[src/rtl/ip4_rtl_spa_issue_if.sv]
// rtl/ip4_rtl_spa_issue_if.sv - decoder, spa issue and writeback signal bundle for the issue queue
//
// Purpose : groups the three handshakes around the issue queue.
//   decoder -> queue : in_vld/in_rdy with in_op, in_dst(_en), in_sa(_en), in_sb(_en)
//   queue   -> spa   : iss_vld/iss_rdy with iss_op, iss_dst(_en), iss_sa, iss_sb
//   spa     -> queue : wb_vld with wb_dst (no back-pressure)
// Modports:
//   master : the environment (decoder + spa) side
//   slave  : the issue queue side
interface ip4_rtl_spa_issue_if #(
    parameter int OP_W   = 24,
    parameter int REG_AW = 5
);
    logic              in_vld;
    logic              in_rdy;
    logic [OP_W-1:0]   in_op;
    logic [REG_AW-1:0] in_dst;
    logic              in_dst_en;
    logic [REG_AW-1:0] in_sa;
    logic              in_sa_en;
    logic [REG_AW-1:0] in_sb;
    logic              in_sb_en;

    logic              iss_vld;
    logic              iss_rdy;
    logic [OP_W-1:0]   iss_op;
    logic [REG_AW-1:0] iss_dst;
    logic              iss_dst_en;
    logic [REG_AW-1:0] iss_sa;
    logic [REG_AW-1:0] iss_sb;

    logic              wb_vld;
    logic [REG_AW-1:0] wb_dst;

    modport master (
        output in_vld, in_op, in_dst, in_dst_en, in_sa, in_sa_en, in_sb, in_sb_en,
        input  in_rdy,
        input  iss_vld, iss_op, iss_dst, iss_dst_en, iss_sa, iss_sb,
        output iss_rdy,
        output wb_vld, wb_dst
    );

    modport slave (
        input  in_vld, in_op, in_dst, in_dst_en, in_sa, in_sa_en, in_sb, in_sb_en,
        output in_rdy,
        output iss_vld, iss_op, iss_dst, iss_dst_en, iss_sa, iss_sb,
        input  iss_rdy,
        input  wb_vld, wb_dst
    );
endinterface

[src/rtl/ip4_rtl_spa_issue.sv]
// rtl/ip4_rtl_spa_issue.sv - in-order issue queue with register scoreboard feeding the spa
//
// Purpose : buffers decoded instructions and releases the head only when none of
//           its used registers (sources or destination) is still pending a
//           writeback from an instruction already in flight in the spa.
// Ports   :
//   clk    in   clock
//   rst_n  in   synchronous reset, active-low
//   flush  in   drop all queued instructions and clear the scoreboard
//   bus    slave modport of ip4_rtl_spa_issue_if (enqueue, issue, writeback)
//   occ    out  number of entries currently held (0..DEPTH)
module ip4_rtl_spa_issue #(
    parameter int DEPTH  = 8,
    parameter int OP_W   = 24,
    parameter int REG_AW = 5,
    localparam int OCC_W = $clog2(DEPTH + 1)
) (
    input  logic                 clk,
    input  logic                 rst_n,
    input  logic                 flush,
    ip4_rtl_spa_issue_if.slave   bus,
    output logic [OCC_W-1:0]     occ
);
    localparam int PTR_W = $clog2(DEPTH);
    localparam int NREG  = 2 ** REG_AW;

    typedef struct packed {
        logic [OP_W-1:0]   op;
        logic [REG_AW-1:0] dst;
        logic              dst_en;
        logic [REG_AW-1:0] sa;
        logic              sa_en;
        logic [REG_AW-1:0] sb;
        logic              sb_en;
    } entry_t;

    entry_t            mem_q [DEPTH];
    logic [PTR_W-1:0]  wr_ptr_q, wr_ptr_d;
    logic [PTR_W-1:0]  rd_ptr_q, rd_ptr_d;
    logic [OCC_W-1:0]  occ_q, occ_d;
    logic [NREG-1:0]   sb_q, sb_d;

    entry_t            head;
    entry_t            in_ent;
    logic [NREG-1:0]   pend;
    logic              full;
    logic              empty;
    logic              hz;
    logic              in_rdy;
    logic              iss_vld;
    logic              enq;
    logic              iss;

    assign head  = mem_q[rd_ptr_q];
    assign full  = (occ_q == OCC_W'(DEPTH));
    assign empty = (occ_q == '0);

    // r0 is hard-wired as never pending, independent of what sb_q holds.
    assign pend = {sb_q[NREG-1:1], 1'b0};

    // Hazard uses only registered state, so iss_vld never depends on iss_rdy.
    // A stalled head cannot gain new hazards because nothing issues past it.
    assign hz = (head.sa_en  & pend[head.sa])
              | (head.sb_en  & pend[head.sb])
              | (head.dst_en & pend[head.dst]);

    // Full blocks enqueue even if the head leaves this cycle (no pass-through).
    assign in_rdy  = rst_n & ~full & ~flush;
    assign iss_vld = rst_n & ~empty & ~hz & ~flush;

    assign enq = bus.in_vld & in_rdy;
    assign iss = iss_vld & bus.iss_rdy;

    assign in_ent = '{op:     bus.in_op,
                      dst:    bus.in_dst,
                      dst_en: bus.in_dst_en,
                      sa:     bus.in_sa,
                      sa_en:  bus.in_sa_en,
                      sb:     bus.in_sb,
                      sb_en:  bus.in_sb_en};

    always_comb begin
        sb_d     = sb_q;
        occ_d    = occ_q;
        wr_ptr_d = wr_ptr_q;
        rd_ptr_d = rd_ptr_q;

        // Writeback clear and issue set can never hit the same register:
        // an issuing head's destination is by construction not pending.
        if (bus.wb_vld) begin
            sb_d[bus.wb_dst] = 1'b0;
        end
        if (iss && head.dst_en && (head.dst != '0)) begin
            sb_d[head.dst] = 1'b1;
        end
        sb_d[0] = 1'b0;

        if (enq) begin
            wr_ptr_d = wr_ptr_q + PTR_W'(1);
        end
        if (iss) begin
            rd_ptr_d = rd_ptr_q + PTR_W'(1);
        end

        unique case ({enq, iss})
            2'b10:   occ_d = occ_q + OCC_W'(1);
            2'b01:   occ_d = occ_q - OCC_W'(1);
            default: occ_d = occ_q;
        endcase
    end

    // Reset and flush are equivalent for state; flush also discards any
    // writeback in its cycle since the whole scoreboard is cleared.
    always_ff @(posedge clk) begin
        if (!rst_n || flush) begin
            wr_ptr_q <= '0;
            rd_ptr_q <= '0;
            occ_q    <= '0;
            sb_q     <= '0;
        end else begin
            wr_ptr_q <= wr_ptr_d;
            rd_ptr_q <= rd_ptr_d;
            occ_q    <= occ_d;
            sb_q     <= sb_d;
        end
    end

    // Payload storage needs no reset: it is only read through occ/rd_ptr.
    always_ff @(posedge clk) begin
        if (enq) begin
            mem_q[wr_ptr_q] <= in_ent;
        end
    end

    assign bus.in_rdy     = in_rdy;
    assign bus.iss_vld    = iss_vld;
    assign bus.iss_op     = head.op;
    assign bus.iss_dst    = head.dst;
    assign bus.iss_dst_en = head.dst_en;
    assign bus.iss_sa     = head.sa;
    assign bus.iss_sb     = head.sb;
    assign occ            = occ_q;
endmodule
[src/flat_wrapper.sv]
// flat-port wrapper written by rule: the top's interface ports become plain ports
module ip4_rtl_spa_issue_flat 
#(
    parameter int DEPTH  = 8,
    parameter int OP_W   = 24,
    parameter int REG_AW = 5,
    localparam int OCC_W = $clog2(DEPTH + 1)
)
  (clk, rst_n, flush, occ, bus_in_vld, bus_in_op, bus_in_dst, bus_in_dst_en, bus_in_sa, bus_in_sa_en, bus_in_sb, bus_in_sb_en, bus_in_rdy, bus_iss_vld, bus_iss_op, bus_iss_dst, bus_iss_dst_en, bus_iss_sa, bus_iss_sb, bus_iss_rdy, bus_wb_vld, bus_wb_dst);
  ip4_rtl_spa_issue_if #(.OP_W(OP_W), .REG_AW(REG_AW)) bus_i ();
  input  logic clk;
  input  logic rst_n;
  input  logic flush;
  output logic [OCC_W-1:0] occ;
  input wire logic [$bits(bus_i.in_vld)-1:0] bus_in_vld;
  input wire logic [$bits(bus_i.in_op)-1:0] bus_in_op;
  input wire logic [$bits(bus_i.in_dst)-1:0] bus_in_dst;
  input wire logic [$bits(bus_i.in_dst_en)-1:0] bus_in_dst_en;
  input wire logic [$bits(bus_i.in_sa)-1:0] bus_in_sa;
  input wire logic [$bits(bus_i.in_sa_en)-1:0] bus_in_sa_en;
  input wire logic [$bits(bus_i.in_sb)-1:0] bus_in_sb;
  input wire logic [$bits(bus_i.in_sb_en)-1:0] bus_in_sb_en;
  output wire logic [$bits(bus_i.in_rdy)-1:0] bus_in_rdy;
  output wire logic [$bits(bus_i.iss_vld)-1:0] bus_iss_vld;
  output wire logic [$bits(bus_i.iss_op)-1:0] bus_iss_op;
  output wire logic [$bits(bus_i.iss_dst)-1:0] bus_iss_dst;
  output wire logic [$bits(bus_i.iss_dst_en)-1:0] bus_iss_dst_en;
  output wire logic [$bits(bus_i.iss_sa)-1:0] bus_iss_sa;
  output wire logic [$bits(bus_i.iss_sb)-1:0] bus_iss_sb;
  input wire logic [$bits(bus_i.iss_rdy)-1:0] bus_iss_rdy;
  input wire logic [$bits(bus_i.wb_vld)-1:0] bus_wb_vld;
  input wire logic [$bits(bus_i.wb_dst)-1:0] bus_wb_dst;
  assign bus_i.in_vld = bus_in_vld;
  assign bus_i.in_op = bus_in_op;
  assign bus_i.in_dst = bus_in_dst;
  assign bus_i.in_dst_en = bus_in_dst_en;
  assign bus_i.in_sa = bus_in_sa;
  assign bus_i.in_sa_en = bus_in_sa_en;
  assign bus_i.in_sb = bus_in_sb;
  assign bus_i.in_sb_en = bus_in_sb_en;
  assign bus_in_rdy = bus_i.in_rdy;
  assign bus_iss_vld = bus_i.iss_vld;
  assign bus_iss_op = bus_i.iss_op;
  assign bus_iss_dst = bus_i.iss_dst;
  assign bus_iss_dst_en = bus_i.iss_dst_en;
  assign bus_iss_sa = bus_i.iss_sa;
  assign bus_iss_sb = bus_i.iss_sb;
  assign bus_i.iss_rdy = bus_iss_rdy;
  assign bus_i.wb_vld = bus_wb_vld;
  assign bus_i.wb_dst = bus_wb_dst;
  ip4_rtl_spa_issue #(.DEPTH(DEPTH), .OP_W(OP_W), .REG_AW(REG_AW)) u_core (.clk(clk), .rst_n(rst_n), .flush(flush), .bus(bus_i), .occ(occ));
endmodule
[config.mk]
export PLATFORM = sky130hd
export DESIGN_NAME = ip4_rtl_spa_issue_flat
export DESIGN_NICKNAME = d
export VERILOG_FILES = /design/src/rtl/ip4_rtl_spa_issue_if.sv /design/src/rtl/ip4_rtl_spa_issue.sv /design/src/flat_wrapper.sv
export SDC_FILE = /design/constraint.sdc
export NUM_CORES = 1
export LEC_CHECK = 0
export CAP_MARGIN = 15
export CORE_ASPECT_RATIO = 1.75
export CORE_MARGIN = 2
export CORE_UTILIZATION = 50
export DETAILED_ROUTE_END_ITERATION = 10
export PLACE_DENSITY = 0.78
export SLEW_MARGIN = 20
export SYNTH_ARGS = -nofsm -noshare
export SYNTH_HDL_FRONTEND = slang
export SYNTH_SLANG_ARGS = --single-unit
[constraint.sdc]
create_clock -name clk -period 17.15 [get_ports clk]
set_input_delay 3.43 -clock clk [delete_from_list [all_inputs] [get_ports clk]]
set_output_delay 3.43 -clock clk [all_outputs]
set_load 0.02 [all_outputs]
==> key figures <==
Outcome
  – Status: finished clean

Logic synthesis
  – Synth async-reset ratio: 0%
  – Netlist cell types: 57
  – Mux cell area share after synthesis: 18.1%
  – Ys flop type: edfxtp_1
  – Synth Area in Compound Gates: 4.78%
  – Post-synthesis sequential area ratio: 69.5%
  – Post-Synth Adder-Cell Area: 0.523%
  – Register bit total from synthesis: 380
  – Post-synthesis net count: 956
  – Main combinational cell family by area after synthesis: multiplexers
  – Synth Area in XOR/XNOR: 0.277%
  – Avg Cell Area, Syn: 17.6 sq um
  – Post-synthesis cell area: 15800 sq um
  – Post-Synth Simple-Gate Area: 4.94%
  – YS warnings: 0
  – Mapped Cells: 897
  – EDFF count, synth: 336

Setup path
  – Crit path cell chain: clkdlybuf4s50_1 > nor2b_2 > buf_4 > nand4_1 > a21oi_1 > nand4_4 > inv_2 > clkdlybuf4s50_1
  – Critical path buffers and inverters: 4
  – Worst setup path class: in2out
  – Worst-path maximum fanout: 35
  – Most used cell, CP: clkdlybuf4s50_1
  – Crit-path slowest cell: clkdlybuf4s50_1
  – Critical Path End Type: output port
  – Crit start category: primary input
  – Crit path max-delay family: buffers and inverters
  – Critical Path RT: 13.72 ns
  – Crit path DAT: 5.77 ns
  – Largest stage delay, worst path: 0.64 ns

Clock network
  – Postcts setup bufs: 0
  – Clk_lat worst skew: 0.53 ns
  – Clock slew seen by the registers of the worst setup and hold paths: 0.07 ns
  – CTS tree: built
  – Num CTS Buffers: 34
  – CTS Buffer Depth: 3
  – CTS Root Cell: clkbuf_16
  – H-tree depth: 2
  – Hold Buf Count CTS: 0
  – Post_cts resized: 0
  – CTS Sinks: 380

Pwr
  – Cell leakage power: 5.80 nW
  – P_int: 0.00144 W
  – Psw: 0.000360 W
  – Switching share of power: 20.0%
  – Flop pwr share: 56.1%
  – Comb power frac: 3.3%
  – PD cells: 98.6 nW/um^2
  – VDD IR max: 93.7 uV
  – Clk pwr share: 40.7%

GRT
  – Total grt overflow: 0
  – GR Util All Layers: 21.0%
  – Initial antenna violation count: 0
  – Global-route wire length before repair: 52.4 mm
  – Vias in the first global route: 8925
  – Largest net degree at the start of global routing: 59

Timing
  – Fin crit period: 9.20 ns
  – Final period util: 53.6%
  – Max-slew headroom: 15.3%
  – Max Freq: 109 MHz
  – Worst Slack Setup Final: 7.95 ns
  – RSZ-0062 raised after global routing: no
  – Slew Limit Fails: 0
  – Final setup TNS: 0 ns
  – Final hold vios: 0
  – Final setup violation count: 0
  – Slew @ Worst Pin: 1.27 ns
  – Worst Skew: 0.0203 ns

Placed design
  – DP HPWL: 20.3 mm
  – Pre-CTS setup slack: 7.97 ns
  – PortBufs: 98
  – Dpl cells: 1359
  – RePlAce Congestion: 0.940

Floorplanning
  – Core area: 31300 sq um
  – Rows: 86
  – Starting Density: 50.4%
  – IO Pins: 99
  – Die span in y: 239 um
  – Die width: 138 um
  – Die area: 33100 sq um

Job
  – Max-cap violations: 0

Finish
  – Post-layout util: 58.4%
  – Diode count: 0
  – Syn-to-layout area delta: 15.7%
  – Final Instance Count excl. Fillers: 1421
  – Commonest non-fill, non-tap cell in the layout: edfxtp_1
  – # nets final: 1058
  – Most frequent cells in the layout: edfxtp_1, clkdlybuf4s50_1, mux4_2
  – Share of cells above drive strength 1: 20.7%

Drt
  – Drt first pass iters: 5
  – DR WL/cell: 24.5 um
  – DRC viols: 0
  – ANT nets after route: 0
  – Vias: 8731
  – Iteration-0 DRC Markers: 730
  – Routed WL: 34.8 mm
  – DR vias/cell: 6.14

Hold path
  – Hold crit path type: reg2reg
[layout make-up]
type                    count  area [sq um]
fillers                  2264         13000
flip-flops and latches    380         11000
multi-input cells         454          4570
repair buffers            111          1080
clock buffers              40           895
well taps                 396           495
clock inverters            22           183
inverters                  18          67.6
[registers in the layout (all words and copies together) (netlist names), named ones only]
| signal | cells |
|---|---|
| u_core.wr_ptr_q | 3 |
| u_core.mem_q | 336 |
| u_core.rd_ptr_q | 3 |
| u_core.sb_q | 31 |
| u_core.occ | 4 |
[power by group through the flow]
stage | clock network [W] | registers, W | logic (W)
after detailed placement | 0 | 0.00103 | 0.0000588
after global placement | 0 | 0.00103 | 0.0000570
after floorplan | 0 | 0.00103 | 0.0000242
after global routing | 0.000780 | 0.00101 | 0.0000632
after CTS | 0.000747 | 0.00101 | 0.0000592
final | 0.000733 | 0.00101 | 0.0000594
[per-layer routing]
layer  up-vias  track usage (%)  share of wire, %
met1      4433             23.8                36
met4         0             10.1               4.6
met3        90             3.37               6.1
met5         -                0                 0
met2       385             38.4                54
li1       3823                -                 -
[cells by family after synthesis]
group           Yosys count
simple gates            152
flops                   380
xor+xnor                  5
mux                     179
buf+inv                  63
compound gates          112
fa+ha+maj                 6
[worst reg2reg max path, cell delays in order (launching register included)]
cell and delay, ns:
dfxtp_4 0.74, buf_4 0.81, nor2b_1 0.64, a22oi_1 0.25
nand2_1 0.31, inv_2 0.23, mux2i_1 0.21, mux2i_1 0.10
mux2_2 0.28, o221ai_1 0.28, nand4_4 0.22, nor2_8 0.43
ha_1 0.30, ha_1 0.24, a21o_1 0.17, a21oi_1 0.18
xnor2_1 0.10, or3_1 0.32, a21oi_1 0.14
[cells in the mapped netlist (all sizes together), types with 5 or more instances]
cell,instances,share of area (%)
inv,18,0.43
o22ai,6,0.24
nor3b,7,0.33
nand4,8,0.41
a31o,29,1.6
nor2,26,0.72
mux4,80,11
o21ai,17,0.54
buf,26,1.0
nand2,53,1.3
mux2,46,3.3
nand3,17,0.54
clkbuf,19,0.45
edfxtp,336,64
mux2i,53,3.4
nor2b,7,0.28
a21oi,39,1.2
dfxtp,44,5.6
nor3,9,0.29
nand2b,5,0.20
ha,5,0.40
[worst paths after layout]
path / startpoint / end / slack, ns / cells past startpoint
hold reg to reg: u_core.occ[3] / u_core.occ[3] / 0.51 / 2
setup / recovery: rst_n / bus_iss_vld / 7.95 / 8
setup reg to reg: register / u_core.occ[3] / 11.12 / 18
hold / removal: u_core.occ[3] / u_core.occ[3] / 0.51 / 2
[metrics by stage]
| stage | hold slack (ns) | area [sq um] | power, W |
|---|---|---|---|
| after CTS | 0.514 | 18300 | 0.00182 |
| after global placement | 0.459 | 17200 | 0.00109 |
| after detailed placement | 0.475 | 17200 | 0.00109 |
| after global routing | 0.531 | 18300 | 0.00185 |
| after floorplan | 0.437 | 15800 | 0.00105 |
| final | 0.513 | 18300 | 0.00180 |
No activity file was read; power rests on OpenSTA's default activity.
